**src/rtl/vga_pkg.sv**
```systemverilog
// Shared timing defaults, receiver state encoding and coordinate width for the VGA receive path.
package vga_pkg;

  localparam int unsigned COORD_W     = 10;
  localparam int unsigned RGB_W       = 3;

  localparam int unsigned H_DISP_DEF  = 640;
  localparam int unsigned H_TOTAL_DEF = 800;
  localparam int unsigned H_POST_DEF  = 48;
  localparam int unsigned V_DISP_DEF  = 480;
  localparam int unsigned V_TOTAL_DEF = 525;
  localparam int unsigned V_POST_DEF  = 10;

  localparam logic [COORD_W-1:0] CNT_MAX = '1;

  typedef enum logic [1:0] {
    SEARCH = 2'd0,
    ALIGN  = 2'd1,
    LOCKED = 2'd2
  } rx_state_t;

  // Increment that sticks at the top of the coordinate range.
  function automatic logic [COORD_W-1:0] sat_inc(input logic [COORD_W-1:0] v);
    return (v == CNT_MAX) ? v : v + COORD_W'(1);
  endfunction

endpackage

```
**src/rtl/vga_edge_det.sv**
```systemverilog
// Stage-1 sync register plus falling-edge detect, both advancing only on pixel ticks.
module vga_edge_det (
  input  logic clk,
  input  logic reset,
  input  logic p_tick,
  input  logic din,
  output logic fall_c
);

  logic level;

  always_ff @(posedge clk) begin
    if (reset) begin
      level <= 1'b0;
    end else if (p_tick) begin
      level <= din;
    end
  end

  // High on the tick whose captured sample is 0 while the held sample is 1.
  assign fall_c = p_tick & level & ~din;

endmodule

```
**src/rtl/vga_rx.sv**
```systemverilog
// VGA timing receiver: recovers pixel coordinates from hsync/vsync and strobes visible pixels.
// Macro VGA_RX_CHECK_EN enables line/frame length checking, the ALIGN stage and sticky timing_err.
module vga_rx
  import vga_pkg::*;
#(
  parameter int unsigned H_DISP  = H_DISP_DEF,
  parameter int unsigned H_TOTAL = H_TOTAL_DEF,
  parameter int unsigned H_POST  = H_POST_DEF,
  parameter int unsigned V_DISP  = V_DISP_DEF,
  parameter int unsigned V_TOTAL = V_TOTAL_DEF,
  parameter int unsigned V_POST  = V_POST_DEF
) (
  input  logic               clk,
  input  logic               reset,
  input  logic               p_tick,
  input  logic               hsync,
  input  logic               vsync,
  input  logic [RGB_W-1:0]   rgb,
  output logic [COORD_W-1:0] pixel_x,
  output logic [COORD_W-1:0] pixel_y,
  output logic               pixel_valid,
  output logic [RGB_W-1:0]   rgb_out,
  output logic               frame_start,
  output logic               locked,
  output logic               timing_err
);

  localparam logic [COORD_W-1:0] H_LO = COORD_W'(H_POST);
  localparam logic [COORD_W-1:0] H_HI = COORD_W'(H_POST + H_DISP);
  localparam logic [COORD_W-1:0] V_LO = COORD_W'(V_POST);
  localparam logic [COORD_W-1:0] V_HI = COORD_W'(V_POST + V_DISP);
  // A window that does not fit inside the total never produces visible pixels.
  localparam bit TIMING_OK = (H_POST + H_DISP <= H_TOTAL) && (V_POST + V_DISP <= V_TOTAL);

  rx_state_t          state;
  logic [COORD_W-1:0] h_cnt;
  logic [COORD_W-1:0] v_cnt;
  logic [RGB_W-1:0]   rgb_s1;
  logic               h_fall_c;
  logic               v_fall_c;
  logic               visible_c;

  vga_edge_det u_hs (
    .clk    (clk),
    .reset  (reset),
    .p_tick (p_tick),
    .din    (hsync),
    .fall_c (h_fall_c)
  );

  vga_edge_det u_vs (
    .clk    (clk),
    .reset  (reset),
    .p_tick (p_tick),
    .din    (vsync),
    .fall_c (v_fall_c)
  );

  // Counters describe the sample currently held in stage 1.
  assign visible_c = TIMING_OK && (state == LOCKED) &&
                     (h_cnt >= H_LO) && (h_cnt < H_HI) &&
                     (v_cnt >= V_LO) && (v_cnt < V_HI);

`ifdef VGA_RX_CHECK_EN
  localparam logic [COORD_W-1:0] H_LAST = COORD_W'(H_TOTAL - 1);
  localparam logic [COORD_W-1:0] V_LAST = COORD_W'(V_TOTAL - 1);

  logic h_seen;
  logic frame_err;
  logic err_c;

  // The first hsync edge after SEARCH only establishes the line phase.
  assign err_c = (h_fall_c & h_seen & (h_cnt != H_LAST)) |
                 (v_fall_c & (state != SEARCH) & (v_cnt != V_LAST));
`endif

  always_ff @(posedge clk) begin
    if (reset) begin
      state       <= SEARCH;
      h_cnt       <= '0;
      v_cnt       <= '0;
      rgb_s1      <= '0;
      pixel_valid <= 1'b0;
      pixel_x     <= '0;
      pixel_y     <= '0;
      rgb_out     <= '0;
      frame_start <= 1'b0;
      locked      <= 1'b0;
      timing_err  <= 1'b0;
`ifdef VGA_RX_CHECK_EN
      h_seen      <= 1'b0;
      frame_err   <= 1'b0;
`endif
    end else begin
      pixel_valid <= 1'b0;
      frame_start <= v_fall_c;
      if (p_tick) begin
        rgb_s1 <= rgb;
        h_cnt  <= h_fall_c ? '0 : sat_inc(h_cnt);
        if (v_fall_c) begin
          v_cnt <= '0;
        end else if (h_fall_c) begin
          v_cnt <= sat_inc(v_cnt);
        end

        if (visible_c) begin
          pixel_valid <= 1'b1;
          pixel_x     <= h_cnt - H_LO;
          pixel_y     <= v_cnt - V_LO;
          rgb_out     <= rgb_s1;
        end

`ifdef VGA_RX_CHECK_EN
        if (h_fall_c) begin
          h_seen <= 1'b1;
        end
        case (state)
          SEARCH: begin
            if (v_fall_c) begin
              state     <= ALIGN;
              frame_err <= 1'b0;
            end
          end
          ALIGN: begin
            if (v_fall_c) begin
              frame_err <= 1'b0;
              if (!(frame_err | err_c)) begin
                state  <= LOCKED;
                locked <= 1'b1;
              end
            end else if (err_c) begin
              frame_err <= 1'b1;
            end
          end
          LOCKED: begin
            if (err_c) begin
              state      <= SEARCH;
              locked     <= 1'b0;
              timing_err <= 1'b1;
              h_seen     <= 1'b0;
            end
          end
          default: begin
            state  <= SEARCH;
            locked <= 1'b0;
          end
        endcase
`else
        if ((state == SEARCH) && v_fall_c) begin
          state  <= LOCKED;
          locked <= 1'b1;
        end
`endif
      end
    end
  end

endmodule

```
**config.mk**
```make
export PLATFORM = sky130hd
export DESIGN_NAME = vga_rx
export DESIGN_NICKNAME = d
export VERILOG_FILES = /design/src/rtl/vga_pkg.sv /design/src/rtl/vga_edge_det.sv /design/src/rtl/vga_rx.sv
export SDC_FILE = /design/constraint.sdc
export NUM_CORES = 1
export LEC_CHECK = 0
export ABC_AREA = 0
export CORE_MARGIN = 2
export CORE_UTILIZATION = 50
export CTS_BUF_LIST = sky130_fd_sc_hd__clkbuf_8
export DETAILED_ROUTE_END_ITERATION = 10
export GPL_TIMING_DRIVEN = 0
export MAX_ROUTING_LAYER = met4
export PLACE_DENSITY = 0.79
export SYNTH_ARGS = -nofsm -noshare
export SYNTH_HDL_FRONTEND = slang
export SYNTH_SLANG_ARGS = --single-unit
```
**constraint.sdc**
```tcl
create_clock -name clk -period 4.95 [get_ports clk]
set_input_delay 0.99 -clock clk [delete_from_list [all_inputs] [get_ports clk]]
set_output_delay 0.99 -clock clk [all_outputs]
set_load 0.03 [all_outputs]
```
==> metrics.txt <==
outcome=complete, no violations; Fin Hold WS=0.463 ns; Worst setup EP type=flop; Crit path top cell by count=buf_2; crit path max-delay cell type=o41ai_2; fmax=364 MHz; fin crit share=0.555; PwrDens=229 nW/um2; required time of the critical path=5.12 ns; drt via density=5.96; DIE HEIGHT=77.3 um; initial core utilization=0.522; initial drt markers=216; Vias=2461; clock-pin slew on the worst setup and hold paths=0.09 ns; Yosys reg bits=51; # rows=26; most frequent cells in the layout=51 x dfxtp_1, 33 x clkdlybuf4s50_1, 23 x a21oi_1; overall routing resource usage=0.225; DR WL/cell=15.0 um; Leak=1.23 nW; via count of the first global-routing pass=2265; Max VDD drop=166 uV; IO Count=35; ys async rst share=0; Die X=77.3 um; Post-CTS Resized=0; register area=1020 um2; CTS tree=built; global-route wire length before repair=10700 um; Detailed Place HPWL=4340 um; Core Util, Final=0.624; worst-path fanout max=10; Net Count, Synth=318; Clock Root Buffer=clkbuf_8; EDFF count, synth=0; critical path cell sequence=clkdlybuf4s50_1 > and3b_1 > buf_2 > o41ai_2 > buf_2 > or3b_2 > a21oi_1; CTS Hold Buffers Added=0; grt ovf=0; Top FF cell, synth=dfxtp_1; final setup fails=0; Syn Std Cell Area=2690 um2; Clock Sinks=51; Fin. Hold Viols=0; total power=0.735 mW; area grow syn2layout=19.4%; Synth Instances=303; Worst Max-Slew Pin Slew=0.591 ns; max-cap viol count=0; multi-input logic area=1470 um2; Die Footprint=5970 um2; layout cells sized above 1=0.0962; Post-CTS Setup Bufs=0; H-tree depth=2; post-synthesis cell type count=53; largest net degree at the start of global routing=15; Hold WC Path Type=reg -> reg; Startpoint Class=input pin; clock latency at the later pin of the worst-skew pair=0.30 ns; # nets final=358; Crit path arrival time=2.92 ns; Slew headroom=0.606; Core Region=5140 um2; WS Path Type=in -> reg; routability congestion estimate=0.884; # diodes=0; setup TNS=0 ns; # fillers=474; initial antenna violation count=0; final wirelength=6200 um; min cycle time layout=2.75 ns; WHS Path Cells=2; register area share after synthesis=0.380; Final Skew=0.00718 ns; syn_area_per_cell=8.86 um2; CP max stage delay=0.58 ns; max-slew violations=0; commonest non-fill, non-tap cell in the layout=dfxtp_1; CTS buffer count=5; DRT Pass-1 Iters=4; R2R depth=6; YS warnings=0; Port Buffer Count=33; ANT nets after route=0; # DRC=0; Clock Path Buffers=2; RSZ-0062 raised after global routing=false
power by group:
part	internal [mW]	total, mW	switching (mW)
clock	0.146	0.280	0.134
sequential	0.414	0.419	0.00436
combinational	0.0152	0.0367	0.0216
total	0.576	0.735	0.160
worst max-delay path, delay by kind of cell:
kind / cells / cell delay [ns]
AOI/OAI and AO/OA: 2 / 0.63
buffers and inverters: 3 / 0.94
and+or+nand+nor: 2 / 0.35
state kept, by name, indices dropped and copies added, names as in the netlist:
| signal | cells |
|---|---|
| locked | 1 |
| rgb_s1 | 3 |
| u_hs.level | 1 |
| pixel_x | 10 |
| pixel_valid | 1 |
| v_cnt | 10 |
| u_vs.level | 1 |
| frame_start | 1 |
| rgb_out | 3 |
| h_cnt | 10 |
| pixel_y | 10 |
cells by family (layout without fill, tap and decap cells):
| kind of cell | after synthesis | after routing | synth area share |
|---|---|---|---|
| buf+inv | 41 | 81 | 0.0708 |
| fa+ha+maj | 7 | 7 | 0.0326 |
| compound gates | 90 | 90 | 0.246 |
| xor+xnor | 8 | 8 | 0.0261 |
| other cells | 1 | 1 | 0.00140 |
| flops | 51 | 51 | 0.380 |
| mux | 15 | 15 | 0.0568 |
| simple gates | 90 | 90 | 0.186 |
routing by layer:
metal  vias up  GRT usage  part of all wire
met4         0     0.0357            0.0023
met5         -          -                 0
met3         2     0.0435             0.053
li1       1207          -                 -
met1      1183      0.303              0.45
met2        69      0.358              0.49
layout make-up:
cell class / instances / share of cell area
Buffer: 28 / 0.0441
Clock buffer: 5 / 0.0215
Clock inverter: 2 / 0.0105
Inverter: 13 / 0.0152
Multi-Input combinational cell: 211 / 0.460
Sequential cell: 51 / 0.319
Tap cell: 70 / 0.0273
Timing Repair Buffer: 33 / 0.103
cell usage after synthesis, types with 2 or more instances:
library cell   n  area share
dfxtp_1       51        0.38
a21oi_1       23       0.043
nor2_1        21       0.029
nand2_1       16       0.022
o21ai_0       14       0.026
inv_1         13       0.018
mux2i_1       13       0.048
o2111ai_1     13       0.042
clkbuf_1      12       0.017
o41ai_1       12       0.039
buf_2         11       0.021
or3_1          8       0.019
ha_1           7       0.033
nand3_1        7       0.013
nor3_1         7       0.013
nand4_1        6       0.014
xnor2_1        6       0.020
o211a_1        5       0.019
o21a_1         4       0.011
and4_1         3      0.0098
nand3b_1       3      0.0084
nor2b_1        3      0.0070
nor4_1         3      0.0070
o311ai_0       3      0.0098
a211oi_1       2      0.0056
and3_1         2      0.0047
and3b_1        2      0.0065
buf_4          2      0.0056
buf_6          2      0.0084
mux2_2         2      0.0084
o31ai_1        2      0.0056
or2_2          2      0.0047
or4_4          2      0.0084
xor2_1         2      0.0065
stage by stage:
step	instances	instance area, um2	worst slack, ns
CTS	413	3210	2.21
finish	413	3210	2.20
detailed placement	406	3100	1.89
global placement	406	3100	1.94
global route	413	3210	2.04
floorplan	303	2690	2.70
worst paths after layout:
check | startpoint | to | slack, ns
worst min-delay path | pixel_y[5] | pixel_y[5] | 0.46
worst max register to register | h_cnt[5] | pixel_y[9] | 2.73
worst min register to register | pixel_y[5] | pixel_y[5] | 0.46
worst max-delay path | p_tick | h_cnt[1] | 2.20
Power figures use the tool's default switching activity.
